**src/rtl/round_timer.sv**
```systemverilog
// Round countdown timer: whole seconds from ROUND_SECONDS down to 0, with pause, abort and warning.
// Define ROUND_TIMER_BCD_EN to present time_remaining as packed BCD digits instead of binary.
module round_timer #(
    parameter int CLK_FREQ_HZ   = 50_000_000,
    parameter int ROUND_SECONDS = 99,
    parameter int WARN_SECONDS  = 10
) (
    input  logic       clk,
    input  logic       reset,
    input  logic       start,
    input  logic       pause,
    input  logic       abort,
    output logic [7:0] time_remaining,
    output logic       running,
    output logic       sec_tick,
    output logic       warning,
    output logic       expired,
    output logic       timeout
);

    localparam int PW = (CLK_FREQ_HZ > 1) ? $clog2(CLK_FREQ_HZ) : 1;
    localparam logic [PW-1:0] PRESC_LAST = PW'(CLK_FREQ_HZ - 1);
    localparam logic [7:0]    WARN_V     = 8'(WARN_SECONDS);

    generate
        if (ROUND_SECONDS < 1 || ROUND_SECONDS > 99 || WARN_SECONDS >= ROUND_SECONDS) begin : gParamCheck
            $error("round_timer: ROUND_SECONDS must be 1..99 and WARN_SECONDS below it");
        end
    endgenerate

`ifdef ROUND_TIMER_BCD_EN
    // Two digit counters packed {tens, ones}; ones borrows from tens on 0 -> 9.
    localparam logic [7:0] COUNT_RELOAD = {4'(ROUND_SECONDS / 10), 4'(ROUND_SECONDS % 10)};

    function automatic logic [7:0] countDec(input logic [7:0] c);
        if (c[3:0] == 4'd0) begin
            countDec = {c[7:4] - 4'd1, 4'd9};
        end else begin
            countDec = {c[7:4], c[3:0] - 4'd1};
        end
    endfunction

    function automatic logic [7:0] countValue(input logic [7:0] c);
        countValue = ({4'd0, c[7:4]} * 8'd10) + {4'd0, c[3:0]};
    endfunction
`else
    localparam logic [7:0] COUNT_RELOAD = 8'(ROUND_SECONDS);

    function automatic logic [7:0] countDec(input logic [7:0] c);
        countDec = c - 8'd1;
    endfunction

    function automatic logic [7:0] countValue(input logic [7:0] c);
        countValue = c;
    endfunction
`endif

    typedef enum logic [1:0] {
        IDLE,
        RUN,
        PAUSE,
        DONE
    } state_t;

    state_t        state_q, state_d;
    logic [PW-1:0] presc_q, presc_d;
    logic [7:0]    count_q, count_d;
    logic          tick_d;
    logic          running_q, sec_tick_q, warning_q, expired_q, timeout_q;
    logic          warning_d;

    always_comb begin
        state_d = state_q;
        presc_d = presc_q;
        count_d = count_q;
        tick_d  = 1'b0;
        if (start) begin
            state_d = RUN;
            presc_d = '0;
            count_d = COUNT_RELOAD;
        end else if (abort) begin
            state_d = IDLE;
            presc_d = '0;
            count_d = COUNT_RELOAD;
        end else begin
            case (state_q)
                RUN: begin
                    // Pause outranks a tick landing on the same cycle.
                    if (pause) begin
                        state_d = PAUSE;
                    end else if (presc_q == PRESC_LAST) begin
                        presc_d = '0;
                        if (count_q != 8'd0) begin
                            tick_d  = 1'b1;
                            count_d = countDec(count_q);
                            if (count_d == 8'd0) begin
                                state_d = DONE;
                            end
                        end
                    end else begin
                        presc_d = presc_q + 1'b1;
                    end
                end
                PAUSE: begin
                    if (!pause) begin
                        state_d = RUN;
                    end
                end
                IDLE:    presc_d = '0;
                DONE:    presc_d = '0;
                default: state_d = IDLE;
            endcase
        end
    end

    assign warning_d = ((state_d == RUN) || (state_d == PAUSE)) &&
                       (countValue(count_d) != 8'd0) && (countValue(count_d) <= WARN_V);

    always_ff @(posedge clk) begin
        if (reset) begin
            state_q    <= IDLE;
            presc_q    <= '0;
            count_q    <= COUNT_RELOAD;
            running_q  <= 1'b0;
            sec_tick_q <= 1'b0;
            warning_q  <= 1'b0;
            expired_q  <= 1'b0;
            timeout_q  <= 1'b0;
        end else begin
            state_q    <= state_d;
            presc_q    <= presc_d;
            count_q    <= count_d;
            running_q  <= (state_d == RUN);
            sec_tick_q <= tick_d;
            warning_q  <= warning_d;
            expired_q  <= (state_d == DONE) && (state_q != DONE);
            timeout_q  <= (state_d == DONE);
        end
    end

    assign time_remaining = count_q;
    assign running        = running_q;
    assign sec_tick       = sec_tick_q;
    assign warning        = warning_q;
    assign expired        = expired_q;
    assign timeout        = timeout_q;

endmodule
```
**config.mk**
```make
export PLATFORM = sky130hd
export DESIGN_NAME = round_timer
export DESIGN_NICKNAME = d
export VERILOG_FILES = /design/src/rtl/round_timer.sv
export SDC_FILE = /design/constraint.sdc
export NUM_CORES = 1
export LEC_CHECK = 0
export CAP_MARGIN = 20
export CORE_AREA = 2 2 94 96
export DETAILED_ROUTE_END_ITERATION = 16
export DIE_AREA = 0 0 96 98
export SETUP_SLACK_MARGIN = 0.02
export SLEW_MARGIN = 0
export SYNTH_ARGS = -nofsm -noshare
export SYNTH_HDL_FRONTEND = slang
export SYNTH_SLANG_ARGS = --single-unit
```
**constraint.sdc**
```tcl
create_clock -name clk -period 2.75 [get_ports clk]
set_input_delay 0.275 -clock clk [delete_from_list [all_inputs] [get_ports clk]]
set_output_delay 0.275 -clock clk [all_outputs]
set_load 0.1 [all_outputs]
```
**Yosys cells after proc, flatten, opt, wreduce, memory -nomap -nowiden**

Cells that the tools add are included.
W data, S select, Z words.

- ROM bits: 0
- Bits of input ports: 5
- Register bits: 41
- Memories: 0
- Bits in writable memories: 0
- Word-level logic and storage cells: 53
- Latch bits: 0

- Add/sub/neg operators: 2
- Reductions and logical operators: 13
- Bitwise logic cells: 2
- Multiplexer cells: 18
- Multiply operators: 0
- Shift-type cells: 0
- Eq/ne operators: 9
- Magnitude comparators: 1
- Div/mod/pow operators: 0

Operator list:

| operator | number |
|---|---|
| $mux W26 | 2 |
| $pmux W26 S2 | 1 |
| $mux W8 | 6 |
| $add A26 B1 Y26 const B | 1 |
| $eq A26 B26 Y1 const B | 1 |
| $reduce_bool A8 Y1 | 2 |
| $mux W2 | 7 |
| $eq A2 B2 Y1 const B | 4 |
| $le A8 B4 Y1 const B | 1 |
| $logic_not A8 Y1 | 1 |
| $sub A8 B1 Y8 const B | 1 |
| $reduce_or A6 Y1 | 1 |
| $eq A2 B1 Y1 const B | 2 |
| $ne A2 B2 Y1 const B | 2 |
| $pmux W2 S2 | 1 |
| $logic_and A1 B1 Y1 | 3 |
| $reduce_or A3 Y1 | 1 |
| $logic_not A2 Y1 | 1 |
| $not A1 Y1 | 2 |
| $reduce_and A2 Y1 | 1 |
| $reduce_bool A2 Y1 | 1 |
| $reduce_or A2 Y1 | 1 |
| $logic_or A1 B1 Y1 | 1 |
| $mux W1 | 1 |

**Logic depth before layout (Yosys ltp)**

- Depth in word-level cells: 13
- Depth in mapped cells: 13

**Least setup slack after synthesis**

Ideal clock, no wire load.

- Path kind: register to register
- Start point: reg count_q[0], in the netlist time_remaining[0]
- End point: reg warning_q, in the netlist warning
- Data required time: 2.647 ns
- Data arrival time: 3.350 ns
- Path buffers: 1
- Period minus slack after synthesis: 3.453 ns
- Setup slack: -0.703 ns
- Cell stages (with the launch flop): 14
- Cell sequence: dfxtp_1 > clkbuf_2 > inv_1 > ha_1 > or3b_2 > nor3b_1 > or3_1 > a41o_1 > nand4_1 > nand2_1 > ha_1 > a31oi_1 > nand2_1 > a2111oi_2

- Cells in the longest elaborated chain, start to end: 13

Ends and longest elaborated chain:

| what | line | source |
|---|---|---|
| start: declaration | 67 | `logic [7:0] count_q, count_d;` |
| start signal: assignment | 132 | `count_q <= count_d;` |
| $sub A8 B1 Y8 | 50 | `countDec = c - 8'd1;` |
| $logic_not A8 Y1 | 96 | `if (count_d == 8'd0) begin` |
| $mux W2 | 96 |  |
| $mux W2 (*) | 93 | `if (count_q != 8'd0) begin` |
| $mux W2 (*) | 91 | `end else if (presc_q == PRESC_LAST) begin` |
| $mux W2 (*) | 89 | `if (pause) begin` |
| $pmux W2 S2 (*) | 86 | `case (state_q)` |
| $mux W2 (*) | 81 | `end else if (abort) begin` |
| $mux W2 (*) | 77 | `if (start) begin` |
| via state_d[0] | 65 | `state_t state_q, state_d;` |
| $eq A2 B1 Y1 / $eq A2 B2 Y1 (equally long branches) | 116 | `assign warning_d = ((state_d == RUN) \|\| (state_d == PAUSE)) &&` |
| $logic_or A1 B1 Y1 (*) | 116 |  |
| $logic_and A1 B1 Y1 (*) | 116 |  |
| $logic_and A1 B1 Y1 (*) | 117 | `(countValue(count_d) != 8'd0) && (countValue(count_d) <= WARN_V);` |
| end signal: assignment | 135 | `warning_q <= warning_d;` |
| end: declaration | 69 | `logic running_q, sec_tick_q, warning_q, expired_q, timeout_q;` |

Mark *: on every way through the listed nets, which the timed path passes. The rest lies on a longest branch.
A chain may end at the register's enable or synchronous reset.

**Final worst setup path**

- Start point: reg count_q[1], in the netlist time_remaining[1]
- End point: reg warning_q, in the netlist warning

- Cells in the longest elaborated chain, start to end: 13

Ends and longest elaborated chain:

| what | line |
|---|---|
| $sub A8 B1 Y8 | 50 |
| $logic_not A8 Y1 | 96 |
| $mux W2 | 96 |
| $mux W2 | 93 |
| $mux W2 | 91 |
| $mux W2 | 89 |
| $pmux W2 S2 | 86 |
| $mux W2 | 81 |
| $mux W2 | 77 |
| $eq A2 B1 Y1 / $eq A2 B2 Y1 (equally long branches) | 116 |
| $logic_or A1 B1 Y1 | 116 |
| $logic_and A1 B1 Y1 | 116 |
| $logic_and A1 B1 Y1 (*) | 117 |

Mark *: on every way between the ends. The rest lies on a longest branch, timed or not.

==> run_summary.xml <==
<?xml version="1.0" encoding="UTF-8"?>
<metrics>
  <group name="pwr">
    <metric name="share_comb_of_total_power" unit="">0.061</metric>
    <metric name="power_density_normalized_to_cell_area" unit="nW/um^2">386.8</metric>
    <metric name="vdd_ir_drop_max" unit="mV">0.2214</metric>
    <metric name="power_switching_share" unit="">0.2237</metric>
    <metric name="internal_power" unit="uW">879.1</metric>
    <metric name="share_clk_of_total_power" unit="">0.412</metric>
    <metric name="net-switching-power" unit="uW">253.3</metric>
    <metric name="leakage_power_of_the_design" unit="nW">0.9705</metric>
    <metric name="sequentialPowerShare" unit="">0.526</metric>
  </group>
  <group name="drt">
    <metric name="drt_iter0_drc" unit="">131</metric>
    <metric name="post_drt_wl_per_cell" unit="um">14.03</metric>
    <metric name="route.final.wire_length" unit="um">6118</metric>
    <metric name="detailedRoute.firstPassIterationCount" unit="">4</metric>
    <metric name="via_count" unit="">2242</metric>
    <metric name="drc_errors" unit="">0</metric>
    <metric name="postRouteAntennaNets" unit="">0</metric>
    <metric name="detail_route.vias_per_cell" unit="">5.142</metric>
  </group>
  <group name="cts">
    <metric name="cts_repair_resize_count" unit="">0</metric>
    <metric name="tritoncts_num_sinks" unit="">41</metric>
    <metric name="clk-insertion-delay-late" unit="ns">0.29</metric>
    <metric name="clk_pin_slew_worst_paths" unit="ns">0.08</metric>
    <metric name="tritoncts" unit="">done</metric>
    <metric name="holdBufCountCts" unit="">0</metric>
    <metric name="cts.path.max_buffers" unit="">2</metric>
    <metric name="cts-root-buf" unit="">sky130_fd_sc_hd__clkbuf_8</metric>
    <metric name="numCtsBuffers" unit="">5</metric>
    <metric name="ctsHtreeMaxLevel" unit="">2</metric>
    <metric name="cts.repair_timing.setup_buffer_count" unit="">0</metric>
  </group>
  <group name="synthesis">
    <metric name="ys_ff_latch" unit="">41</metric>
    <metric name="synth_enable_flop_cells" unit="">0</metric>
    <metric name="synth_top_cell_area_share" unit="">0.3313</metric>
    <metric name="synth_top_cells_by_area" unit="">sky130_fd_sc_hd__dfxtp_1 (33%), sky130_fd_sc_hd__nor2_1 (6.8%), sky130_fd_sc_hd__xor2_1 (5.3%), sky130_fd_sc_hd__ha_1 (4.0%), sky130_fd_sc_hd__nand4_1 (3.8%)</metric>
    <metric name="post_synth_inst_count" unit="">301</metric>
    <metric name="synth_cell_types" unit="">61</metric>
    <metric name="ys.warnings.count" unit="">0</metric>
    <metric name="synth_fp_nets" unit="">314</metric>
    <metric name="synth_area_leader_cell" unit="">sky130_fd_sc_hd__dfxtp_1</metric>
    <metric name="seq_area_frac_synth" unit="">0.3313</metric>
    <metric name="postSynth.asyncResetShare" unit="">0</metric>
    <metric name="synth.cells.most_frequent" unit="">sky130_fd_sc_hd__nor2_1 (45), sky130_fd_sc_hd__dfxtp_1 (41), sky130_fd_sc_hd__nand2_1 (24)</metric>
    <metric name="count_leader_synth" unit="">sky130_fd_sc_hd__nor2_1</metric>
    <metric name="post_synth.cell_area_avg" unit="um^2">8.230</metric>
    <metric name="synth_area" unit="um^2">2477</metric>
    <metric name="dominantRegCellSynth" unit="">sky130_fd_sc_hd__dfxtp_1</metric>
  </group>
  <group name="hold_path">
    <metric name="hold_class" unit="">register to register</metric>
  </group>
  <group name="setup_path">
    <metric name="path_max_fanout" unit="">7</metric>
    <metric name="worst_ep_required_time" unit="ns">2.94</metric>
    <metric name="startpoint_type" unit="">register</metric>
    <metric name="criticalPathCategory" unit="">register to register</metric>
    <metric name="worst_setup_path_end_kind" unit="">register</metric>
    <metric name="arrival_time_at_the_worst_endpoint" unit="ns">2.77</metric>
  </group>
  <group name="layout">
    <metric name="multiInputGateArea" unit="um^2">1592</metric>
    <metric name="post_route_cells_drive_above_1_share" unit="">0.1829</metric>
    <metric name="layout-area-overhead-vs-synth" unit="%">18.18</metric>
    <metric name="ff_latch_area" unit="um^2">830.8</metric>
    <metric name="layout.nets" unit="">340</metric>
    <metric name="final_instance_area" unit="um^2">2928</metric>
    <metric name="fill_cells" unit="">889</metric>
    <metric name="num_antenna_cells" unit="">0</metric>
  </group>
  <group name="die">
    <metric name="core_area" unit="um^2">8466</metric>
    <metric name="dieWidth" unit="um">96</metric>
    <metric name="dieHeight" unit="um">98</metric>
    <metric name="rows" unit="">34</metric>
    <metric name="die_area" unit="um^2">9408</metric>
    <metric name="pin_count" unit="">18</metric>
    <metric name="floorplan.initialDensity" unit="">0.2926</metric>
  </group>
  <group name="grt">
    <metric name="grt_pass1_wl" unit="um">10560</metric>
    <metric name="grt_usage" unit="">0.1382</metric>
    <metric name="grt_max_degree" unit="">21</metric>
    <metric name="first_global_vias" unit="">2092</metric>
    <metric name="globalRouteOverflowTotal" unit="">0</metric>
    <metric name="grt_antenna_before_repair" unit="">0</metric>
  </group>
  <group name="placed_design">
    <metric name="placement.cell_area" unit="um^2">2816</metric>
    <metric name="dp_hpwl" unit="um">4612</metric>
    <metric name="pre_cts_ws" unit="ns">0.1248</metric>
    <metric name="place.gp.congestion" unit="">0.8486</metric>
    <metric name="portBuffers" unit="">17</metric>
  </group>
  <group name="timing">
    <metric name="period_utilization" unit="">0.9363</metric>
    <metric name="finalClockSkew" unit="ns">0.004264</metric>
    <metric name="finalHoldViolations" unit="">0</metric>
    <metric name="timing_worst_slew_pin_value" unit="ns">0.4917</metric>
    <metric name="timing.final.setup_violations" unit="">0</metric>
    <metric name="setup_total_negative_slack" unit="ns">0</metric>
    <metric name="shortest_period_the_worst_path_allows" unit="ns">2.575</metric>
    <metric name="grt_setup_unrepaired" unit="">false</metric>
    <metric name="timing.fmax" unit="GHz">0.3884</metric>
    <metric name="timing.slew.headroom" unit="">0.6722</metric>
    <metric name="timing.final.max_slew_violations" unit="">0</metric>
    <metric name="worst_slack" unit="ns">0.1753</metric>
  </group>
  <group name="run">
    <metric name="drv.max_cap_violation_count" unit="">0</metric>
  </group>
  <group name="run_status">
    <metric name="status" unit="">finished clean</metric>
  </group>
</metrics>
==> registers in the layout, indices dropped and copies added, names as in the netlist <==
| name | flops |
|---|---|
| expired | 1 |
| state_q | 2 |
| sec_tick | 1 |
| time_remaining | 8 |
| warning | 1 |
| timeout | 1 |
| running | 1 |
| presc_q | 26 |
==> metal layers <==
metal	vias to the layer above	share of wire	routed length, um	global-route usage
met5	-	0	0	0
met4	0	0.0020	12	0.01868
met3	2	0.048	291	0.02855
met2	44	0.48	2939	0.2169
met1	1061	0.47	2875	0.1991
li1	1135	-	-	-
==> cell type report <==
class,instances,share of cell area
sequential,41,0.2838
timing repair buffer,28,0.07521
tap,108,0.04615
multi-input combinational,242,0.5436
inverter,9,0.01325
clock buffer,8,0.03803
==> power groups by stage <==
stage,Clock [mW],Combinational (mW),Sequential (mW)
3_5_place_dp,0,0.0698,0.610
2_1_floorplan,0,0.0341,0.618
4_1_cts,0.488,0.0704,0.596
5_1_grt,0.518,0.0766,0.597
6_report,0.467,0.0695,0.596
3_3_place_gp,0,0.0707,0.610
==> final timing paths <==
| path | from | cells past startpoint | slack, ns | endpoint |
|---|---|---|---|---|
| hold reg to reg | presc_q[23] | 2 | 0.54 | presc_q[23] |
| hold / removal | presc_q[23] | 2 | 0.54 | presc_q[23] |
| setup / recovery | time_remaining[1] | 11 | 0.18 | warning |
| setup reg to reg | time_remaining[1] | 11 | 0.18 | warning |
==> layout by cell type, fill, tap and decap left out, types with 4 or more instances in the layout <==
cell type | synthesis | layout
sky130_fd_sc_hd__clkdlybuf4s50_1 | 0 | 4
sky130_fd_sc_hd__mux2i_1 | 4 | 4
sky130_fd_sc_hd__and3_1 | 5 | 5
sky130_fd_sc_hd__buf_4 | 1 | 24
sky130_fd_sc_hd__nand4_1 | 15 | 15
sky130_fd_sc_hd__xor2_1 | 15 | 15
sky130_fd_sc_hd__a21oi_1 | 7 | 7
sky130_fd_sc_hd__nand2_1 | 24 | 24
sky130_fd_sc_hd__or3_1 | 4 | 4
sky130_fd_sc_hd__nor3_1 | 9 | 9
sky130_fd_sc_hd__nor2b_1 | 9 | 9
sky130_fd_sc_hd__nand2b_1 | 4 | 4
sky130_fd_sc_hd__dfxtp_1 | 41 | 37
sky130_fd_sc_hd__nor4_1 | 8 | 8
sky130_fd_sc_hd__o21ai_0 | 9 | 9
sky130_fd_sc_hd__nand3b_1 | 4 | 4
sky130_fd_sc_hd__nand3_1 | 12 | 12
sky130_fd_sc_hd__inv_1 | 9 | 7
sky130_fd_sc_hd__clkbuf_8 | 1 | 6
sky130_fd_sc_hd__nor2_1 | 45 | 45
sky130_fd_sc_hd__ha_1 | 8 | 7
sky130_fd_sc_hd__xnor2_1 | 10 | 10
==> worst max-delay path, stage by stage, from the launching register on <==
cell and delay (ns):
sky130_fd_sc_hd__dfxtp_4 0.37, sky130_fd_sc_hd__inv_2 0.09, sky130_fd_sc_hd__ha_4 0.17, sky130_fd_sc_hd__or3b_4 0.41, sky130_fd_sc_hd__nor3b_1 0.18, sky130_fd_sc_hd__or3_1 0.17, sky130_fd_sc_hd__nand4_1 0.09, sky130_fd_sc_hd__a31o_2 0.28
sky130_fd_sc_hd__ha_1 0.29, sky130_fd_sc_hd__a31oi_1 0.14, sky130_fd_sc_hd__nand2_1 0.08, sky130_fd_sc_hd__a2111oi_2 0.19
==> cells by family (layout without fill, tap and decap cells) <==
| logic type | Yosys count | count (layout) | synth area share |
|---|---|---|---|
| adders and majority gates | 8 | 8 | 0.04041 |
| xor gates and xnor gates | 25 | 25 | 0.08838 |
| and+or+nand+nor | 169 | 169 | 0.3859 |
| muxes | 4 | 4 | 0.01616 |
| AOI/OAI and AO/OA | 36 | 36 | 0.1010 |
| DFF | 41 | 41 | 0.3313 |
| buffers and inverters | 18 | 45 | 0.03686 |
==> per-stage QoR <==
step	utilization	cells	hold WS (ns)	total power [mW]
2_1_floorplan	-	301	0.3441	0.6520
3_3_place_gp	0.3327	428	0.5184	0.6808
3_5_place_dp	0.3327	428	0.5251	0.6799
4_1_cts	0.3458	436	0.5470	1.154
5_1_grt	0.3458	436	0.5845	1.191
6_report	0.3458	436	0.5446	1.132
Note: power is estimated with default switching activity, not from simulation.
